## src/rtl/regfile_seq_pkg.sv

```systemverilog
// Shared types and instruction field positions for the register-file sequencer.
package regfile_seq_pkg;

  typedef enum logic [2:0] {
    OP_NOP = 3'b000,
    OP_LDI = 3'b001,
    OP_ADD = 3'b010,
    OP_SUB = 3'b011,
    OP_AND = 3'b100,
    OP_OR  = 3'b101,
    OP_XOR = 3'b110,
    OP_MOV = 3'b111
  } opcode_t;

  typedef enum logic [1:0] {
    S_IDLE,
    S_READ,
    S_EXEC,
    S_WB
  } state_t;

  localparam int unsigned OP_MSB   = 15;
  localparam int unsigned OP_LSB   = 13;
  localparam int unsigned DST_BIT  = 12;
  localparam int unsigned SRCA_BIT = 11;
  localparam int unsigned SRCB_BIT = 10;
  localparam int unsigned IMM_MSB  = 7;
  localparam int unsigned IMM_LSB  = 0;

  // Only the fields needed after the accept edge are kept in the instruction register.
  typedef struct packed {
    opcode_t    op;
    logic       dst;
    logic [7:0] imm;
  } ir_t;

endpackage

```

## src/rtl/seq_alu.sv

```systemverilog
// Combinational ALU: one extra bit of width carries ADD carry / SUB no-borrow.
module seq_alu
  import regfile_seq_pkg::*;
#(
  parameter int unsigned WIDTH = 8,
  parameter int unsigned OPW   = 3
) (
  input  logic [OPW-1:0]   op,
  input  logic [WIDTH-1:0] a,
  input  logic [WIDTH-1:0] b,
  input  logic [7:0]       imm,
  output logic [WIDTH-1:0] result,
  output logic             carry,
  output logic             zero
);

  logic [WIDTH:0] sum;

  always_comb begin
    sum = '0;
    case (op)
      OP_LDI:  sum = {1'b0, WIDTH'(imm)};
      OP_ADD:  sum = {1'b0, a} + {1'b0, b};
      OP_SUB:  sum = {1'b0, a} + {1'b0, ~b} + (WIDTH+1)'(1);
      OP_AND:  sum = {1'b0, a & b};
      OP_OR:   sum = {1'b0, a | b};
      OP_XOR:  sum = {1'b0, a ^ b};
      OP_MOV:  sum = {1'b0, a};
      default: sum = '0;
    endcase
  end

  assign result = sum[WIDTH-1:0];
  assign carry  = sum[WIDTH];
  assign zero   = (sum[WIDTH-1:0] == '0);

endmodule

```

## src/rtl/regfile_sequencer.sv

```systemverilog
// Control stage for a two-entry register file: accept, read, execute, write back.
module regfile_sequencer
  import regfile_seq_pkg::*;
#(
  parameter int unsigned WIDTH = 8,
  parameter int unsigned OPW   = 3
) (
  input  logic             sysclk,
  input  logic             rst,
  input  logic [15:0]      instr,
  input  logic             instr_valid,
  output logic             instr_ready,
  input  logic [WIDTH-1:0] read0,
  input  logic [WIDTH-1:0] read1,
  output logic             rw,
  output logic [1:0]       rsel,
  output logic             wsel,
  output logic [WIDTH-1:0] w,
  output logic             done,
  output logic             busy,
  output logic             flag_z,
  output logic             flag_c
);

  state_t           state, state_next;
  ir_t              ir;
  logic             nop_done;
  logic             accept;
  logic [OPW-1:0]   in_op;
  logic [WIDTH-1:0] alu_result;
  logic             alu_carry;
  logic             alu_zero;
  logic             unused_rsvd;

  assign in_op       = instr[OP_MSB -: OPW];
  assign accept      = instr_valid && (state == S_IDLE);
  assign unused_rsvd = ^instr[9:8];

  assign instr_ready = (state == S_IDLE);
  assign busy        = (state != S_IDLE);
  assign rw          = (state == S_WB);
  assign done        = (state == S_WB) || nop_done;

  always_ff @(posedge sysclk) begin
    if (rst) state <= S_IDLE;
    else     state <= state_next;
  end

  always_comb begin
    state_next = state;
    case (state)
      S_IDLE: begin
        if (accept) begin
          if (in_op == OP_LDI)      state_next = S_EXEC;
          else if (in_op != OP_NOP) state_next = S_READ;
        end
      end
      S_READ:  state_next = S_EXEC;
      S_EXEC:  state_next = S_WB;
      S_WB:    state_next = S_IDLE;
      default: state_next = S_IDLE;
    endcase
  end

  always_ff @(posedge sysclk) begin
    if (rst) begin
      ir       <= '0;
      rsel     <= '0;
      wsel     <= 1'b0;
      w        <= '0;
      flag_z   <= 1'b0;
      flag_c   <= 1'b0;
      nop_done <= 1'b0;
    end else begin
      nop_done <= accept && (in_op == OP_NOP);
      if (accept && (in_op != OP_NOP)) begin
        ir.op  <= opcode_t'(instr[OP_MSB:OP_LSB]);
        ir.dst <= instr[DST_BIT];
        ir.imm <= instr[IMM_MSB:IMM_LSB];
        // rsel is driven from the accept edge so it is already stable during READ
        if (in_op != OP_LDI) rsel <= {~instr[SRCB_BIT], ~instr[SRCA_BIT]};
      end
      if (state == S_EXEC) begin
        w      <= alu_result;
        wsel   <= ir.dst;
        flag_z <= alu_zero;
        if ((ir.op == OP_ADD) || (ir.op == OP_SUB)) flag_c <= alu_carry;
      end
    end
  end

  seq_alu #(
    .WIDTH (WIDTH),
    .OPW   (OPW)
  ) u_alu (
    .op     (ir.op),
    .a      (read0),
    .b      (read1),
    .imm    (ir.imm),
    .result (alu_result),
    .carry  (alu_carry),
    .zero   (alu_zero)
  );

endmodule

```

## config.mk

```make
export PLATFORM = sky130hd
export DESIGN_NAME = regfile_sequencer
export DESIGN_NICKNAME = d
export VERILOG_FILES = /design/src/rtl/regfile_seq_pkg.sv /design/src/rtl/seq_alu.sv /design/src/rtl/regfile_sequencer.sv
export SDC_FILE = /design/constraint.sdc
export NUM_CORES = 1
export LEC_CHECK = 0
export CAP_MARGIN = 10
export CORE_MARGIN = 4
export CORE_UTILIZATION = 45
export CTS_CLUSTER_DIAMETER = 150
export DETAILED_ROUTE_END_ITERATION = 6
export PLACE_DENSITY = 0.79
export SYNTH_ARGS = -nofsm -noshare
export SYNTH_HDL_FRONTEND = slang
export SYNTH_SLANG_ARGS = --single-unit
```

## constraint.sdc

```tcl
create_clock -name sysclk -period 3.15 [get_ports sysclk]
set_input_delay 0.4725 -clock sysclk [delete_from_list [all_inputs] [get_ports sysclk]]
set_output_delay 0.4725 -clock sysclk [all_outputs]
set_load 0.03 [all_outputs]
```

==> results.txt <==
----------------------------------------------------
[Worst setup path]
  Worst endpoint data arrival time ... approximately 3.1 ns
  Type of element capturing the critical path ... flop
  Setup slack, reg-to-reg ... 0.76 ns
  Register-to-Register Path Depth ... 6
  Kind of start point of the critical path ... input port
  Max Fanout on Critical Path ... 3
  CP required ... 3.35 ns
  Crit path kind ... in2reg

[Timing]
  Least-Margin Pin Slew ... approximately 0.77 ns
  Summed negative setup slack over all endpoints ... 0 ns
  Worst path setup slack after routing ... between 0.3 and 0.4 ns
  Layout Skew ... 0.003213 ns
  Worst slew margin relative to its limit ... between 40 and 50%
  Max Clock Freq ... 0.3509 GHz
  RSZ-0062 raised after global routing ... no
  Minimum clock period ... 2.850 ns
  Ratio of final minimum period to clock period ... 90.48%
  Count of final max-slew check failures ... 0
  Final-report setup violation count ... 0
  Number of hold violations in the final report ... 0

[Yosys]
  Mean cell area of the mapped netlist ... 7.949 µm²
  Most used standard cells in the synthesized netlist ... sky130_fd_sc_hd__nand2_1, sky130_fd_sc_hd__a21oi_1, sky130_fd_sc_hd__inv_1, sky130_fd_sc_hd__nor2_1, sky130_fd_sc_hd__dfxtp_1
  Share of flip-flops with an asynchronous set or reset after synthesis ... 0%
  Post-synthesis sequential element count ... 28
  Number of synthesized flops with an enable pin ... 0
  Post-Syn Area ... 0.002385 mm²
  Cell with the most instances after synthesis ... sky130_fd_sc_hd__nand2_1
  Biggest area consumer among synthesized cells ... sky130_fd_sc_hd__dfxtp_1
  Sequential share of the synthesized area ... 23.50%
  Syn_nets ... 364
  Warnings from Yosys ... 0
  Flip-flop cell with the highest count after synthesis ... sky130_fd_sc_hd__dfxtp_1
  Top cells by area, synth ... sky130_fd_sc_hd__dfxtp_1, sky130_fd_sc_hd__ha_1, sky130_fd_sc_hd__a21oi_1
  Distinct cell type count after synthesis ... 57
  Post-synth top area share ... 23.50%
  Number of cells produced by synthesis ... 300

[Global routing]
  Antenna violations before repair ... 0
  Vias in the first global route ... 1,949
  Overflow left after global routing ... 0
  Total global-route track usage ... 17.32%
  Maximum number of pins on one net before global-route repair ... 22
  Global-route wire length before repair ... between 9000 and 10,000 µm

[Worst hold path]
  Instance count along the most critical hold path ... 2
  Worst min-delay path class ... reg2reg

[Power and ir drop]
  VDD IR-drop max ... 0.3070 mV
  Reported leakage power ... 0.001218 µW
  Total Power Consumption ... 1355 µW
  Power density of the placed cells ... 462.0 mW/mm²

[Die]
  I/O pin total ... 52
  Die outline width ... 80.80 µm
  Core outline area ... 0.005107 mm²
  Initial core utilization ... 46.69%
  Height of the die ... 80.80 µm
  Total die area ... approximately 0.0065 mm²
  Total number of placement rows ... 26

[Placement]
  Placed instance count ... 404
  PortBufs ... 49
  Post-Place Worst Slack ... 0.003938 ns
  Weighted congestion at the end of routability-driven global placement ... about 0.8
  DP HPWL ... 4332 µm

[Drt]
  Antenna-violating nets left ... 0
  Sum of routed wire length over all layers ... 5578 µm
  Via count normalized by instance count ... 5.500
  DRC violation total after the first TritonRoute iteration ... 234
  Average routed wire per standard cell ... 13.67 µm
  Remaining routing DRC violations ... 0
  Total iterations of the first detailed-routing run ... 4
  Count of vias placed by the detailed router ... 2,244

[Final layout]
  Proportion of layout cells with a drive suffix above 1 ... 6.213%
  Final core occ ... 57.42%
  Fill count ... 493
  Nets ... 403
  Synthesis-to-finish area growth ... 22.98%
  Number of antenna cells inserted ... 0
  Non-filler cells in the finished layout ... 408

[CTS]
  Num CTS Buffers ... 3
  Clock network latency to the later pin of the worst-skew pair ... 0.27 ns
  Root Buffer ... sky130_fd_sc_hd__clkbuf_8
  H-tree lvl count ... 1
  Setup bufs post-CTS ... 0
  Clock tree from TritonCTS ... done
  CTS max path bufs ... 2
  Cts-stage hold buffer count ... 0
  Clock sink total ... 28
  Clock transition at the registers of the reported paths ... 0.09 ns
  Post_cts resized ... 0

[Flow run]
  Max-cap check violation count ... 0

[Run status]
  Result of the run ... finished clean

----------------------------------------------------
cell usage in the layout, fill, tap and decap left out, types with 8 or more instances in the layout:
cell type                         count
sky130_fd_sc_hd__a211oi_1            10
sky130_fd_sc_hd__ha_1                27
sky130_fd_sc_hd__nor2_1              29
sky130_fd_sc_hd__nand3_1              9
sky130_fd_sc_hd__clkdlybuf4s50_1     49
sky130_fd_sc_hd__mux2i_1              8
sky130_fd_sc_hd__dfxtp_1             28
sky130_fd_sc_hd__nand2_1             34
sky130_fd_sc_hd__a21oi_1             30
sky130_fd_sc_hd__inv_1               29
layer usage:
metal,global-route usage (%),vias to the layer above,share of wire [%]
li1,-,1128,-
met1,23.09,1031,44
met2,28.31,72,47
met3,3.437,13,6.6
met4,5.236,0,2.2
met5,0,-,0
power by group:
part / switching (µW) / leakage, µW / total (µW) / internal, µW
logic: 352 / 0.000953 / 618 / 266
clock network: 109 / 0.0000357 / 279 / 170
registers: 50.1 / 0.000229 / 458 / 408
worst paths after layout:
kind | start | end
worst max register to register | ir[10] | flag_z
worst max-delay path | read0[0] | flag_z
worst min-delay path | ir[2] | ir[2]
worst min register to register | ir[2] | ir[2]
sequential cells by signal, indices dropped and copies added (netlist names):
name      count
flag_c        1
flag_z        1
ir           12
nop_done      1
rsel          2
state         2
w             8
wsel          1
kinds of logic after synthesis:
logic type,synth area share (%)
compound gates,23.87
simple gates,18.15
fa+ha+maj,15.84
mux,6.191
flops,23.50
xor+xnor,2.204
buf+inv,10.23
layout make-up:
class	instances	area [µm²]	share of cell area (%)
tap	70	87.58	2.986
clock buffer	3	41.29	1.408
multi-input combinational	223	1580	53.88
clock inverter	1	30.03	1.024
timing repair buffer	53	520.5	17.75
sequential	28	560.5	19.11
inverter	30	112.6	3.840
worst max-delay path, stage by stage:
cell	delay [ns]
sky130_fd_sc_hd__clkdlybuf4s50_1	0.49
sky130_fd_sc_hd__inv_1	0.08
sky130_fd_sc_hd__ha_1	0.23
sky130_fd_sc_hd__fa_1	0.42
sky130_fd_sc_hd__or2_4	0.28
sky130_fd_sc_hd__a211oi_2	0.22
sky130_fd_sc_hd__o21bai_1	0.12
sky130_fd_sc_hd__a311o_1	0.37
sky130_fd_sc_hd__o21ai_2	0.07
sky130_fd_sc_hd__nand2_1	0.08
sky130_fd_sc_hd__o31ai_2	0.22
metrics by stage:
step,hold slack (ns),area [µm²]
floorplan,0.4321,2385
global placement,0.4403,2861
detailed placement,0.4512,2861
CTS,0.4651,2933
global route,0.4851,2933
finish,0.4620,2933
No activity file was read; power rests on OpenSTA's default activity.
